`config.mk`:
```
export PLATFORM = sky130hd
export DESIGN_NAME = sram_scan_ctrl
export DESIGN_NICKNAME = d
export VERILOG_FILES = /design/src/rtl/testchip_pkg.sv /design/src/rtl/sram_port_decode.sv /design/src/rtl/sram_scan_ctrl.sv
export SDC_FILE = /design/constraint.sdc
export NUM_CORES = 1
export LEC_CHECK = 0
export CORE_AREA = 5 5 346 348
export CTS_CLUSTER_SIZE = 20
export DETAILED_ROUTE_END_ITERATION = 6
export DIE_AREA = 0 0 351 353
export GPL_TIMING_DRIVEN = 0
export PLACE_DENSITY_LB_ADDON = 0.25
export SETUP_SLACK_MARGIN = 0.1
export SKIP_CTS_REPAIR_TIMING = 1
export SYNTH_ARGS = -nofsm -noshare
export SYNTH_HDL_FRONTEND = slang
export SYNTH_SLANG_ARGS = --single-unit
```
`constraint.sdc`:
```
create_clock -name clk -period 2.7 [get_ports clk]
set_input_delay 0.27 -clock clk [delete_from_list [all_inputs] [get_ports clk]]
set_output_delay 0.27 -clock clk [all_outputs]
set_load 0.1 [all_outputs]
```
`src/rtl/testchip_pkg.sv`:
```
// Shared definitions for the OpenRAM test-chip scan controller: frame layout and FSM states.
package testchip_pkg;

  localparam int unsigned SCAN_W = 112;

  localparam int unsigned SEL_MSB    = 111;
  localparam int unsigned SEL_LSB    = 108;
  localparam int unsigned ADDR0_MSB  = 107;
  localparam int unsigned ADDR0_LSB  = 92;
  localparam int unsigned DIN0_MSB   = 91;
  localparam int unsigned DIN0_LSB   = 60;
  localparam int unsigned CSB0_BIT   = 59;
  localparam int unsigned WEB0_BIT   = 58;
  localparam int unsigned WMASK0_MSB = 57;
  localparam int unsigned WMASK0_LSB = 54;
  localparam int unsigned ADDR1_MSB  = 53;
  localparam int unsigned ADDR1_LSB  = 38;
  localparam int unsigned DIN1_MSB   = 37;
  localparam int unsigned DIN1_LSB   = 6;
  localparam int unsigned CSB1_BIT   = 5;
  localparam int unsigned WEB1_BIT   = 4;
  localparam int unsigned WMASK1_MSB = 3;
  localparam int unsigned WMASK1_LSB = 0;

  // Member order matches the bit layout above, MSB first.
  typedef struct packed {
    logic [3:0]  sel;
    logic [15:0] addr0;
    logic [31:0] din0;
    logic        csb0;
    logic        web0;
    logic [3:0]  wmask0;
    logic [15:0] addr1;
    logic [31:0] din1;
    logic        csb1;
    logic        web1;
    logic [3:0]  wmask1;
  } scan_frame_t;

  typedef enum logic [1:0] {
    IDLE    = 2'd0,
    ACCESS  = 2'd1,
    CAPTURE = 2'd2
  } ctrl_state_t;

endpackage

```
`src/rtl/sram_port_decode.sv`:
```
// Combinational macro select: one-hot active-low chip selects and read-data mux for the chosen macro.
module sram_port_decode
  import testchip_pkg::*;
#(
  parameter int unsigned              NUM_SRAMS = 12,
  parameter logic [NUM_SRAMS-1:0]     DP_MASK   = 12'h03F
) (
  input  logic [3:0]              sel,
  input  logic                    en,
  input  logic                    csb0,
  input  logic                    csb1,
  input  logic [NUM_SRAMS*32-1:0] dout0_i,
  input  logic [NUM_SRAMS*32-1:0] dout1_i,
  output logic [NUM_SRAMS-1:0]    csb0_o,
  output logic [NUM_SRAMS-1:0]    csb1_o,
  output logic [31:0]             dout0_sel,
  output logic [31:0]             dout1_sel
);

  // A sel beyond the macro count matches no k, leaving selects high and data zero.
  always_comb begin
    csb0_o    = '1;
    csb1_o    = '1;
    dout0_sel = '0;
    dout1_sel = '0;
    for (int k = 0; k < int'(NUM_SRAMS); k++) begin
      if (int'(sel) == k) begin
        if (en) begin
          csb0_o[k] = csb0;
          csb1_o[k] = DP_MASK[k] ? csb1 : 1'b1;
        end
        dout0_sel = dout0_i[32*k +: 32];
        dout1_sel = dout1_i[32*k +: 32];
      end
    end
  end

endmodule

```
`src/rtl/sram_scan_ctrl.sv`:
```
// GPIO scan controller: shifts in a command frame, launches one SRAM access, captures read data.
module sram_scan_ctrl
  import testchip_pkg::*;
#(
  parameter int unsigned          NUM_SRAMS = 12,
  parameter logic [NUM_SRAMS-1:0] DP_MASK   = 12'h03F
) (
  input  logic                    clk,
  input  logic                    resetb,
  input  logic                    scan_en,
  input  logic                    scan_in,
  output logic                    scan_out,
  input  logic                    sram_load,
  input  logic                    global_csb,
  output logic                    busy,
  output logic [NUM_SRAMS-1:0]    csb0_o,
  output logic [NUM_SRAMS-1:0]    csb1_o,
  output logic                    web0_o,
  output logic                    web1_o,
  output logic [3:0]              wmask0_o,
  output logic [3:0]              wmask1_o,
  output logic [15:0]             addr0_o,
  output logic [15:0]             addr1_o,
  output logic [31:0]             din0_o,
  output logic [31:0]             din1_o,
  input  logic [NUM_SRAMS*32-1:0] dout0_i,
  input  logic [NUM_SRAMS*32-1:0] dout1_i
);

  scan_frame_t sr_q, sr_d;
  ctrl_state_t state_q, state_d;
  logic        csb_q;
  logic [31:0] dout0_q, dout1_q;
  logic [31:0] dout0_sel, dout1_sel;
  logic        launch;

  // Falling edge of global_csb starts exactly one access, whatever else is requested.
  assign launch = (state_q == IDLE) && csb_q && !global_csb;

  always_comb begin
    state_d = state_q;
    unique case (state_q)
      IDLE:    if (launch) state_d = ACCESS;
      ACCESS:  state_d = CAPTURE;
      CAPTURE: state_d = IDLE;
      default: state_d = IDLE;
    endcase
  end

  // The frame is frozen while an access is in flight so the broadcast fields stay stable.
  always_comb begin
    sr_d = sr_q;
    if (state_q == IDLE && !launch) begin
      if (sram_load) begin
        sr_d.din0 = dout0_q;
        sr_d.din1 = dout1_q;
      end else if (scan_en) begin
        sr_d = scan_frame_t'({sr_q[SCAN_W-2:0], scan_in});
      end
    end
  end

  always_ff @(posedge clk) begin
    if (!resetb) begin
      sr_q    <= '0;
      state_q <= IDLE;
      csb_q   <= 1'b1;
      dout0_q <= '0;
      dout1_q <= '0;
    end else begin
      sr_q    <= sr_d;
      state_q <= state_d;
      csb_q   <= global_csb;
      if (state_q == CAPTURE) begin
        dout0_q <= dout0_sel;
        dout1_q <= dout1_sel;
      end
    end
  end

  sram_port_decode #(
    .NUM_SRAMS (NUM_SRAMS),
    .DP_MASK   (DP_MASK)
  ) u_decode (
    .sel       (sr_q.sel),
    .en        (state_q == ACCESS),
    .csb0      (sr_q.csb0),
    .csb1      (sr_q.csb1),
    .dout0_i   (dout0_i),
    .dout1_i   (dout1_i),
    .csb0_o    (csb0_o),
    .csb1_o    (csb1_o),
    .dout0_sel (dout0_sel),
    .dout1_sel (dout1_sel)
  );

  assign busy     = (state_q != IDLE);
  assign scan_out = sr_q[SCAN_W-1];
  assign web0_o   = sr_q.web0;
  assign web1_o   = sr_q.web1;
  assign wmask0_o = sr_q.wmask0;
  assign wmask1_o = sr_q.wmask1;
  assign addr0_o  = sr_q.addr0;
  assign addr1_o  = sr_q.addr1;
  assign din0_o   = sr_q.din0;
  assign din1_o   = sr_q.din1;

endmodule

```
==> impl_metrics.json <==
{
  "outcome": "completed",
  "rrSetupSlack_ns": 0.04,
  "final-hold-violation-count": 0,
  "layout-drive-gt1-share_pct": 15.7,
  "ys_warn_count": 0,
  "initial_core_util_pct": 13.0,
  "fin_worst_skew_ns": 0.0203,
  "drt-initial-drc-count": 2190,
  "crit_path_end_kind": "output port",
  "syn_avg_cell_area_um2": 7.22,
  "grt_util_all_layers_pct": 24.6,
  "cp.required_ns": 2.43,
  "root_buffer": "clkbuf_16",
  "min_path_type": "input port to flop",
  "clockBufferDepth": 2,
  "synth_cell_types": 73,
  "clk_pin_slew_worst_paths_ns": 0.08,
  "fin_crit_ns": 2.68,
  "cp.arrival_ns": 2.41,
  "crit_buf_inv": 7,
  "fin_tns_setup_ns": 0,
  "yosys.area_share.simple_pct": 18.2,
  "avgViaCountPerCell": 4.70,
  "ys.flop_type": "dfxtp_1",
  "synth_xor_area_share_pct": 0,
  "relSlewSlack_pct": 2.84,
  "cp_top_family": "buffers and inverters",
  "critPathMaxFanout": 6,
  "clock_latency_ns": 0.52,
  "cts_sinks": 179,
  "wl_mm": 161,
  "synth_mux_area_share_pct": 9.43,
  "p_clk_share_pct": 30.3,
  "synth_fa_ha_area_share_pct": 0,
  "drc_errors": 0,
  "numCtsBuffers": 17,
  "syn_inst": 2080,
  "synth_top_family_by_area": "compound AO/OA/AOI/OAI gates",
  "fp.dieW_um": 351,
  "ys_seq_elements": 179,
  "ys_seq_area_share_pct": 23.9,
  "power.internal_w": 0.00569,
  "ant_nets": 0,
  "nets": 3807,
  "start_kind": "flop",
  "fmax_mhz": 374,
  "swShare_pct": 36.9,
  "cellLeakagePower_nw": 9.78,
  "crit_slowest_cell": "dfxtp_4",
  "slew_viol_final": 0,
  "crit_top_cell": "buf_12",
  "fin_crit_sh_pct": 99.1,
  "p_switching_w": 0.00333,
  "drv_cap": 0,
  "pin_count": 906,
  "wl_per_cell_um": 35.0,
  "final_util_pct": 24.2,
  "dp_hpwl_mm": 138,
  "syn_area_um2": 15000,
  "seq_power_share_pct": 32.5,
  "synth_compound_area_share_pct": 34.8,
  "grt-ovfl-total": 0,
  "grt_pass1_wl_mm": 203,
  "rsz0062_at_grt": "yes",
  "async_reset_ff_share_pct": 0,
  "dieArea_um2": 124000,
  "path_class": "flop to output port",
  "grt_pass1_vias": 21261,
  "die_h_um": 353,
  "io_buffers": 898,
  "coreArea_um2": 116000,
  "synth-edff-count": 0,
  "critPathMaxStageDelay_ns": 0.40,
  "area_growth_pct": 86.9,
  "worst_slew_pin_slew_ns": 1.46,
  "vias": 21620,
  "htree_levels": 4,
  "firstDrtPassIters": 5,
  "rows": 125,
  "layout_commonest_cell": "clkdlybuf4s50_1",
  "setup_viol": 0,
  "cts_tree": "yes",
  "pwr-share-comb_pct": 37.1,
  "grt_max_degree": 18,
  "final_cell_mix": "876 x clkdlybuf4s50_1, 246 x nand2_1, 229 x a21oi_1",
  "grt_antenna_before_repair": 77,
  "power_density_nw_per_um2": 322,
  "cp_cell_sequence": "buf_12 > buf_12 > buf_12 > buf_12 > buf_12 > nor4_4 > buf_6 > nand2_2 > buf_12",
  "vdd_ir_drop_max_uv": 293,
  "gp_congestion": 0.945
}
## flip-flops by register name, indices dropped and copies added (netlist names)
name and flops:
web1_o 1, dout0_q 32, wmask1_o 4, din0_o 32, csb_q 1, state_q 2, scan_out 1, din1_o 32
web0_o 1, sr_q 5, addr0_o 16, dout1_q 32, addr1_o 16, wmask0_o 4
## worst paths after layout
| check | from | to | cells past startpoint |
|---|---|---|---|
| hold reg to reg | web1_o | sr_q[5] | 2 |
| hold / removal | scan_in | wmask1_o[0] | 3 |
| setup reg to reg | sr_q[110] | dout1_q[14] | 8 |
| setup / recovery | sr_q[108] | csb1_o[0] | 9 |
## area by class of cell
type | count | area [µm²]
timing repair buffer | 929 | 9360
buffer | 331 | 2300
multi-input combinational | 1539 | 10100
inverter | 36 | 135
clock inverter | 12 | 131
fill | 12879 | 87800
antenna | 30 | 75.1
tap | 1524 | 1910
sequential | 179 | 3590
clock buffer | 20 | 457
## tightest hold or removal path, cell delays in order
cell	delay [ns]
clkdlybuf4s50_1	0.40
nand2_1	0.06
a21oi_1	0.05
## routing by layer
metal / vias up / wire length (µm) / global-route usage [%]
met4: 42 / 4470 / 6.54
met1: 10685 / 69000 / 31.5
met3: 199 / 13600 / 7.49
met2: 1214 / 73500 / 39.9
li1: 9480 / - / -
met5: - / 271 / 0
## cell usage after synthesis, types with 40 or more instances
master    number  area [µm²]
dfxtp_1      179        3580
clkbuf_1     108         405
buf_4        134        1010
a21oi_1      238        1190
o221ai_1      79         692
o22ai_1       40         250
nand2_1      259         972
buf_2         64         320
mux2i_1       92         921
nor2_1       231         867
a211oi_1      99         743
o21ai_0      141         706
## metrics by stage
| stage | hold slack [ns] | cells | power (W) | cell area (µm²) | setup WS [ns] |
|---|---|---|---|---|---|
| CTS | 0.262 | 4542 | 0.00903 | 26600 | -2.07 |
| detailed placement | 0.445 | 4510 | 0.00627 | 26000 | -1.47 |
| floorplan | 0.395 | 2085 | 0.00433 | 15100 | 0.0417 |
| finish | 0.307 | 4600 | 0.00903 | 28100 | 0.0242 |
| global route | 0.319 | 4585 | 0.00932 | 28000 | -0.0285 |
| global placement | 0.442 | 4507 | 0.00626 | 26000 | -1.48 |
## power groups by stage
stage	Sequential, W	Clock (W)	Combinational [W]
floorplan	0.00290	0	0.00143
global placement	0.00301	0	0.00325
detailed placement	0.00301	0	0.00326
CTS	0.00294	0.00281	0.00328
global route	0.00295	0.00289	0.00347
finish	0.00294	0.00274	0.00335
## cell families (layout without fill, tap and decap cells)
kind of cell           count (synthesis)  after routing
muxes                                125            125
AOI/OAI and AO/OA                    789            789
and+or+nand+nor                      619            619
DFF                                  179            179
buffers and inverters                367           1328
other                                  1             36
No activity file was read; power rests on OpenSTA's default activity.
